**src/rtl/uart_transmitter_controller_pkg.sv**
```systemverilog
// Shared types for the UART transmit controller.
// Holds the FSM state encoding and the default frame width.
package uart_transmitter_controller_pkg;

  localparam int DATA_WIDTH_DEF = 8;

  typedef enum logic [1:0] {
    IDLE          = 2'b00,
    SEND_READ     = 2'b01,
    SEND_ALU_LOW  = 2'b10,
    SEND_ALU_HIGH = 2'b11
  } tx_state_e;

endpackage

```
**src/rtl/uart_transmitter_controller_tx_holding_slot.sv**
```systemverilog
// One result holding slot: data register, pending bit,
// load/clear handling and drop detection.
module tx_holding_slot
  import uart_transmitter_controller_pkg::*;
#(
  parameter int WIDTH = DATA_WIDTH_DEF
) (
  input  logic             clk,
  input  logic             reset,
  input  logic             i_load,
  input  logic [WIDTH-1:0] i_data,
  input  logic             i_clear,
  output logic [WIDTH-1:0] o_data,
  output logic             o_pending,
  output logic             o_drop
);

  logic [WIDTH-1:0] r_data;
  logic             r_pending;
  logic             w_accept;

  // A slot freed on this edge may be refilled on the same edge.
  assign w_accept  = i_load & (~r_pending | i_clear);
  assign o_drop    = i_load & r_pending & ~i_clear;
  assign o_data    = r_data;
  assign o_pending = r_pending;

  always_ff @(posedge clk or negedge reset) begin
    if (!reset) begin
      r_data    <= '0;
      r_pending <= 1'b0;
    end else if (w_accept) begin
      r_data    <= i_data;
      r_pending <= 1'b1;
    end else if (i_clear) begin
      r_pending <= 1'b0;
    end
  end

endmodule

```
**src/rtl/uart_transmitter_controller.sv**
```systemverilog
// Serialises ALU results and register reads into the TX FIFO.
// ALU words go out low byte then high byte, never split.
module uart_transmitter_controller
  import uart_transmitter_controller_pkg::*;
#(
  parameter int DATA_WIDTH       = DATA_WIDTH_DEF,
  parameter int ALU_RESULT_WIDTH = 2 * DATA_WIDTH
) (
  input  logic                        clk,
  input  logic                        reset,
  input  logic                        enable,
  input  logic [ALU_RESULT_WIDTH-1:0] ALU_result,
  input  logic                        ALU_result_valid,
  input  logic [DATA_WIDTH-1:0]       read_data,
  input  logic                        read_data_valid,
  input  logic                        fifo_full,
  output logic                        fifo_write_enable,
  output logic [DATA_WIDTH-1:0]       fifo_write_data,
  output logic                        busy,
  output logic                        overflow
);

  tx_state_e r_state;
  tx_state_e w_state_nxt;
  logic      r_overflow;

  logic                        w_rd_load;
  logic                        w_rd_clr;
  logic                        w_rd_pend;
  logic                        w_rd_drop;
  logic [DATA_WIDTH-1:0]       w_rd_data;

  logic                        w_alu_load;
  logic                        w_alu_clr;
  logic                        w_alu_pend;
  logic                        w_alu_drop;
  logic [ALU_RESULT_WIDTH-1:0] w_alu_data;

  logic                        w_we;
  logic [DATA_WIDTH-1:0]       w_wdata;

  assign w_rd_load  = read_data_valid & enable;
  assign w_alu_load = ALU_result_valid & enable;
  assign w_rd_clr   = (r_state == SEND_READ) & ~fifo_full;
  assign w_alu_clr  = (r_state == SEND_ALU_HIGH) & ~fifo_full;

  tx_holding_slot #(
    .WIDTH (DATA_WIDTH)
  ) u_read_slot (
    .clk       (clk),
    .reset     (reset),
    .i_load    (w_rd_load),
    .i_data    (read_data),
    .i_clear   (w_rd_clr),
    .o_data    (w_rd_data),
    .o_pending (w_rd_pend),
    .o_drop    (w_rd_drop)
  );

  tx_holding_slot #(
    .WIDTH (ALU_RESULT_WIDTH)
  ) u_alu_slot (
    .clk       (clk),
    .reset     (reset),
    .i_load    (w_alu_load),
    .i_data    (ALU_result),
    .i_clear   (w_alu_clr),
    .o_data    (w_alu_data),
    .o_pending (w_alu_pend),
    .o_drop    (w_alu_drop)
  );

  always_ff @(posedge clk or negedge reset) begin
    if (!reset) begin
      r_state <= IDLE;
    end else begin
      r_state <= w_state_nxt;
    end
  end

  always_comb begin
    w_state_nxt = r_state;
    w_we        = 1'b0;
    w_wdata     = '0;
    case (r_state)
      IDLE: begin
        if (w_alu_pend) begin
          w_state_nxt = SEND_ALU_LOW;
        end else if (w_rd_pend) begin
          w_state_nxt = SEND_READ;
        end
      end
      SEND_READ: begin
        w_we = ~fifo_full;
        if (w_we) begin
          w_wdata     = w_rd_data;
          w_state_nxt = IDLE;
        end
      end
      SEND_ALU_LOW: begin
        w_we = ~fifo_full;
        if (w_we) begin
          w_wdata     = w_alu_data[DATA_WIDTH-1:0];
          w_state_nxt = SEND_ALU_HIGH;
        end
      end
      SEND_ALU_HIGH: begin
        w_we = ~fifo_full;
        if (w_we) begin
          w_wdata     = w_alu_data[ALU_RESULT_WIDTH-1:DATA_WIDTH];
          w_state_nxt = IDLE;
        end
      end
      default: begin
        w_state_nxt = IDLE;
      end
    endcase
  end

  // Sticky until reset; only a dropped result sets it.
  always_ff @(posedge clk or negedge reset) begin
    if (!reset) begin
      r_overflow <= 1'b0;
    end else if (w_rd_drop | w_alu_drop) begin
      r_overflow <= 1'b1;
    end
  end

  assign fifo_write_enable = w_we;
  assign fifo_write_data   = w_wdata;
  assign overflow          = r_overflow;
  assign busy = (r_state != IDLE) | w_rd_pend | w_alu_pend;

endmodule
```
**config.mk**
```make
export PLATFORM = sky130hd
export DESIGN_NAME = uart_transmitter_controller
export DESIGN_NICKNAME = d
export VERILOG_FILES = /design/src/rtl/uart_transmitter_controller_pkg.sv /design/src/rtl/uart_transmitter_controller_tx_holding_slot.sv /design/src/rtl/uart_transmitter_controller.sv
export SDC_FILE = /design/constraint.sdc
export NUM_CORES = 1
export LEC_CHECK = 0
export CORE_UTILIZATION = 43
export DETAILED_ROUTE_END_ITERATION = 8
export PLACE_DENSITY = 0.76
export SYNTH_ARGS = -nofsm -noshare
export SYNTH_HDL_FRONTEND = slang
export SYNTH_HIERARCHICAL = 1
export SYNTH_SLANG_ARGS = --single-unit
```
**constraint.sdc**
```tcl
create_clock -name clk -period 1.5 [get_ports clk]
set_input_delay 0.3 -clock clk [delete_from_list [all_inputs] [get_ports clk]]
set_output_delay 0.3 -clock clk [all_outputs]
set_load 0.01 [all_outputs]
```
==> metrics.log <==
[metrics] clock tree from TritonCTS: done
[metrics] leftover overflow at the end of global routing: 0
[metrics] FF-to-FF Start: r_state[0]$_DFFE_PN0P_
[metrics] crit path max fanout: 7
[metrics] post-detailed-routing wire length: around 3600 um
[metrics] power density cells: 1920 nW/um2
[metrics] Post-Place Worst Slack: -0.497 ns
[metrics] arrival time worst endpoint: roughly 1.5 ns
[metrics] Synth Warn #: 6
[metrics] worst IR drop on VDD: 0.898 mV
[metrics] transition at the pin with the smallest max-transition slack: 0.429 ns
[metrics] share of the yosys chip area belonging to registers: 0.493
[metrics] Area Overhead vs Synth: 51.5%
[metrics] effective utilization at floorplan: 0.467
[metrics] Overall Power: about 4300 uW
[metrics] core area: 3150 um2
[metrics] maximum capacitance violations: 0
[metrics] final cycle utilization of the critical path: 1.20
[metrics] total CTS buffers: 5
[metrics] min-delay worst type: primary input to asynchronous set/reset pin
[metrics] total iterations of the first detailed-routing run: 4
[metrics] pin count of the biggest net entering global routing: 30
[metrics] vertical die dimension: a little over 60 um
[metrics] worst setup slack after layout: -0.293 ns
[metrics] number of max-slew violations in the final report: 0
[metrics] number of levels in the clock H-tree: 2
[metrics] drt drc: 0
[metrics] number of buffers added to fix hold violations after cts: 0
[metrics] endpoint kind of the worst setup timing path: output port
[metrics] first-pass GRT wire length: 5660 um
[metrics] CTS clock-pin slew for the worst setup and hold paths: 0.08 ns
[metrics] HPWL after detailed placement: approximately 2300 um
[metrics] weighted congestion reported at the end of routability-driven placement: 0.805
[metrics] Vias: 1090
[metrics] number of core rows: 20
[metrics] Sum Neg Setup Slack: -5.50 ns
[metrics] unrepaired setup endpoints after global routing: yes
[metrics] number of antenna violations at the first check in global routing: 0
[metrics] Synth Instances: between 100 and 150
[metrics] Worst Path Required: 1.20 ns
[metrics] skew final: 0.00720 ns
[metrics] count of boundary I/O pins: 41
[metrics] worst slew margin relative to its limit: 0.714
[metrics] switching part of the total: 0.352
[metrics] Avg WL per Cell: 16.5 um
[metrics] net load switching power: 1510 uW
[metrics] mean area per synthesized cell: 13.8 um2
[metrics] x dimension of the die: 60.5 um
[metrics] combinational cell fraction of total power: 0.565
[metrics] Sequential Power Share: 0.341
[metrics] number of different library cells in the post-synthesis netlist: 25
[metrics] result of the run: finished, violations left
[metrics] fraction of the core area covered by cells at the end of the flow: 0.708
[metrics] number of sinks handled by clock tree synthesis: 29
[metrics] Synthesized Nets: 137
[metrics] number of nets in the final layout: between 200 and 250
[metrics] final hold violation count: 0
[metrics] CTS root buffer: clkbuf_4
[metrics] vias in the first global route: between 1000 and 1500
[metrics] clock latency of the later-clocked register in the worst-skew pair: 0.32 ns
[metrics] cell internal power dissipation: 2780 uW
[metrics] die area: 3660 um2
[metrics] violations in the final reports: setup timing
[metrics] smallest hold slack: 0.369 ns
[metrics] Clk pwr share: 0.094
[metrics] Finish-stage setup viols: 35
[metrics] critical path type: flop to output port
[metrics] min Tclk post-route: 1.79 ns
[metrics] number of synthesized register bits: 29
[metrics] layout cells sized above 1: 0.503
[metrics] vias per std cell: 5.02
[metrics] Pleak: a little over 0.001 uW
[metrics] startpoint type of the worst setup path: flop
[metrics] number of buffers inserted by port buffering: 40
[metrics] start point of the critical path: r_state[0]$_DFFE_PN0P_
[metrics] Mapped Area: roughly 1500 um2
[metrics] initial DRC count: 38
[metrics] GRT Overall Usage: 0.221
[metrics] Antenna Cells: 0
[metrics] number of buffers on the longest clock path: 2
[metrics] achievable clock frequency: between 0.5 and 0.6 GHz
[metrics] residual antenna-violating net count after detailed routing: 0
-- worst max-delay path: stages, from the launching register on --
cell	delay (ns)
dfrtp_2	0.45
buf_12	0.16
or4_4	0.43
buf_6	0.14
-- metrics by stage --
step                cells  area [um2]
floorplan             107        1490
finish                217        2230
global route          217        2230
global placement      205        2040
detailed placement    205        2040
CTS                   215        2190
-- flip-flops by register name, summed over array words and instances (netlist names) --
signal	cells
u_alu_slot/o_data	16
u_read_slot/o_data	8
r_state	2
overflow	1
u_alu_slot/o_pending	1
u_read_slot/o_pending	1
-- worst paths after layout --
check	endpoint	slack [ns]	cells past startpoint
worst min-delay path	u_alu_slot/o_data[1]$_DFFE_PN0P_	0.37	2
min in group clk	overflow$_DFFE_PN0P_	0.48	1
worst min register to register	overflow$_DFFE_PN0P_	0.48	1
worst max-delay path	busy	-0.29	3
worst max register to register	overflow$_DFFE_PN0P_	-0.17	8
max in group asynchronous	r_state[1]$_DFFE_PN0P_	0.84	2
-- per-layer routing --
metal,vias up,GRT usage,part of all wire
met5,-,0,0
met1,523,0.272,0.44
met3,8,0.0533,0.047
li1,518,-,-
met2,41,0.369,0.49
met4,0,0.0974,0.023
-- final cells by class --
class	instances	area (um2)
fillers	234	922
inverters	4	22.5
clock inverters	1	5.00
clock buffers	5	37.5
repair buffers	65	588
flip-flops and latches	29	728
well taps	44	55.1
multi-input cells	69	795
-- power by group through the flow --
stage / clock [uW] / sequential, uW / combinational (uW)
finish: 402 / 1460 / 2420
global route: 458 / 1500 / 2550
CTS: 418 / 1450 / 2280
detailed placement: 0 / 1420 / 2020
global placement: 0 / 1390 / 1970
floorplan: 0 / 1340 / 1290
-- synthesized netlist by cell type --
master,number,area (um2)
or3_1,1,6.26
dfrtp_1,29,726
buf_4,1,7.51
a21oi_1,9,45.0
nand2_4,2,22.5
or3b_1,1,8.76
buf_12,1,20.0
nand2b_1,1,6.26
mux2_4,18,270
mux2i_1,8,80.1
clkbuf_8,1,13.8
nor3_1,2,10.0
or4_4,1,11.3
o2bb2ai_1,1,8.76
clkbuf_1,1,3.75
a31oi_1,1,6.26
inv_1,4,15.0
buf_6,2,22.5
nor2b_1,1,6.26
nand2b_4,2,27.5
nand2_1,2,7.51
mux2_2,6,67.6
a211oi_1,8,60.1
and2_1,2,12.5
nor2_1,2,7.51
-- repair_timing --
item                       4_1_cts  5_1_grt
gates resized for setup         66        9
gates cloned                     2        0
setup buffers                    2        2
setup endpoints to repair       36       35
pin swaps                       12        7
-- kinds of logic after synthesis --
kind of cell           synth area share
flip-flops                        0.493
AO/OA/AOI/OAI                    0.0816
AND/OR/NAND/NOR                  0.0858
buffers and inverters            0.0561
multiplexers                      0.284
-- cell usage in the layout (no fill, tap or decap), types with 3 or more instances in the layout --
cell type,instances
buf_6,5
mux2_4,24
clkbuf_4,5
a211oi_1,3
inv_1,3
buf_2,9
nand2_8,3
a211oi_2,5
buf_4,19
clkdlybuf4s50_1,29
mux2i_1,6
dfrtp_1,27
a21oi_2,4
a21oi_1,5
Power figures use the tool's default switching activity.
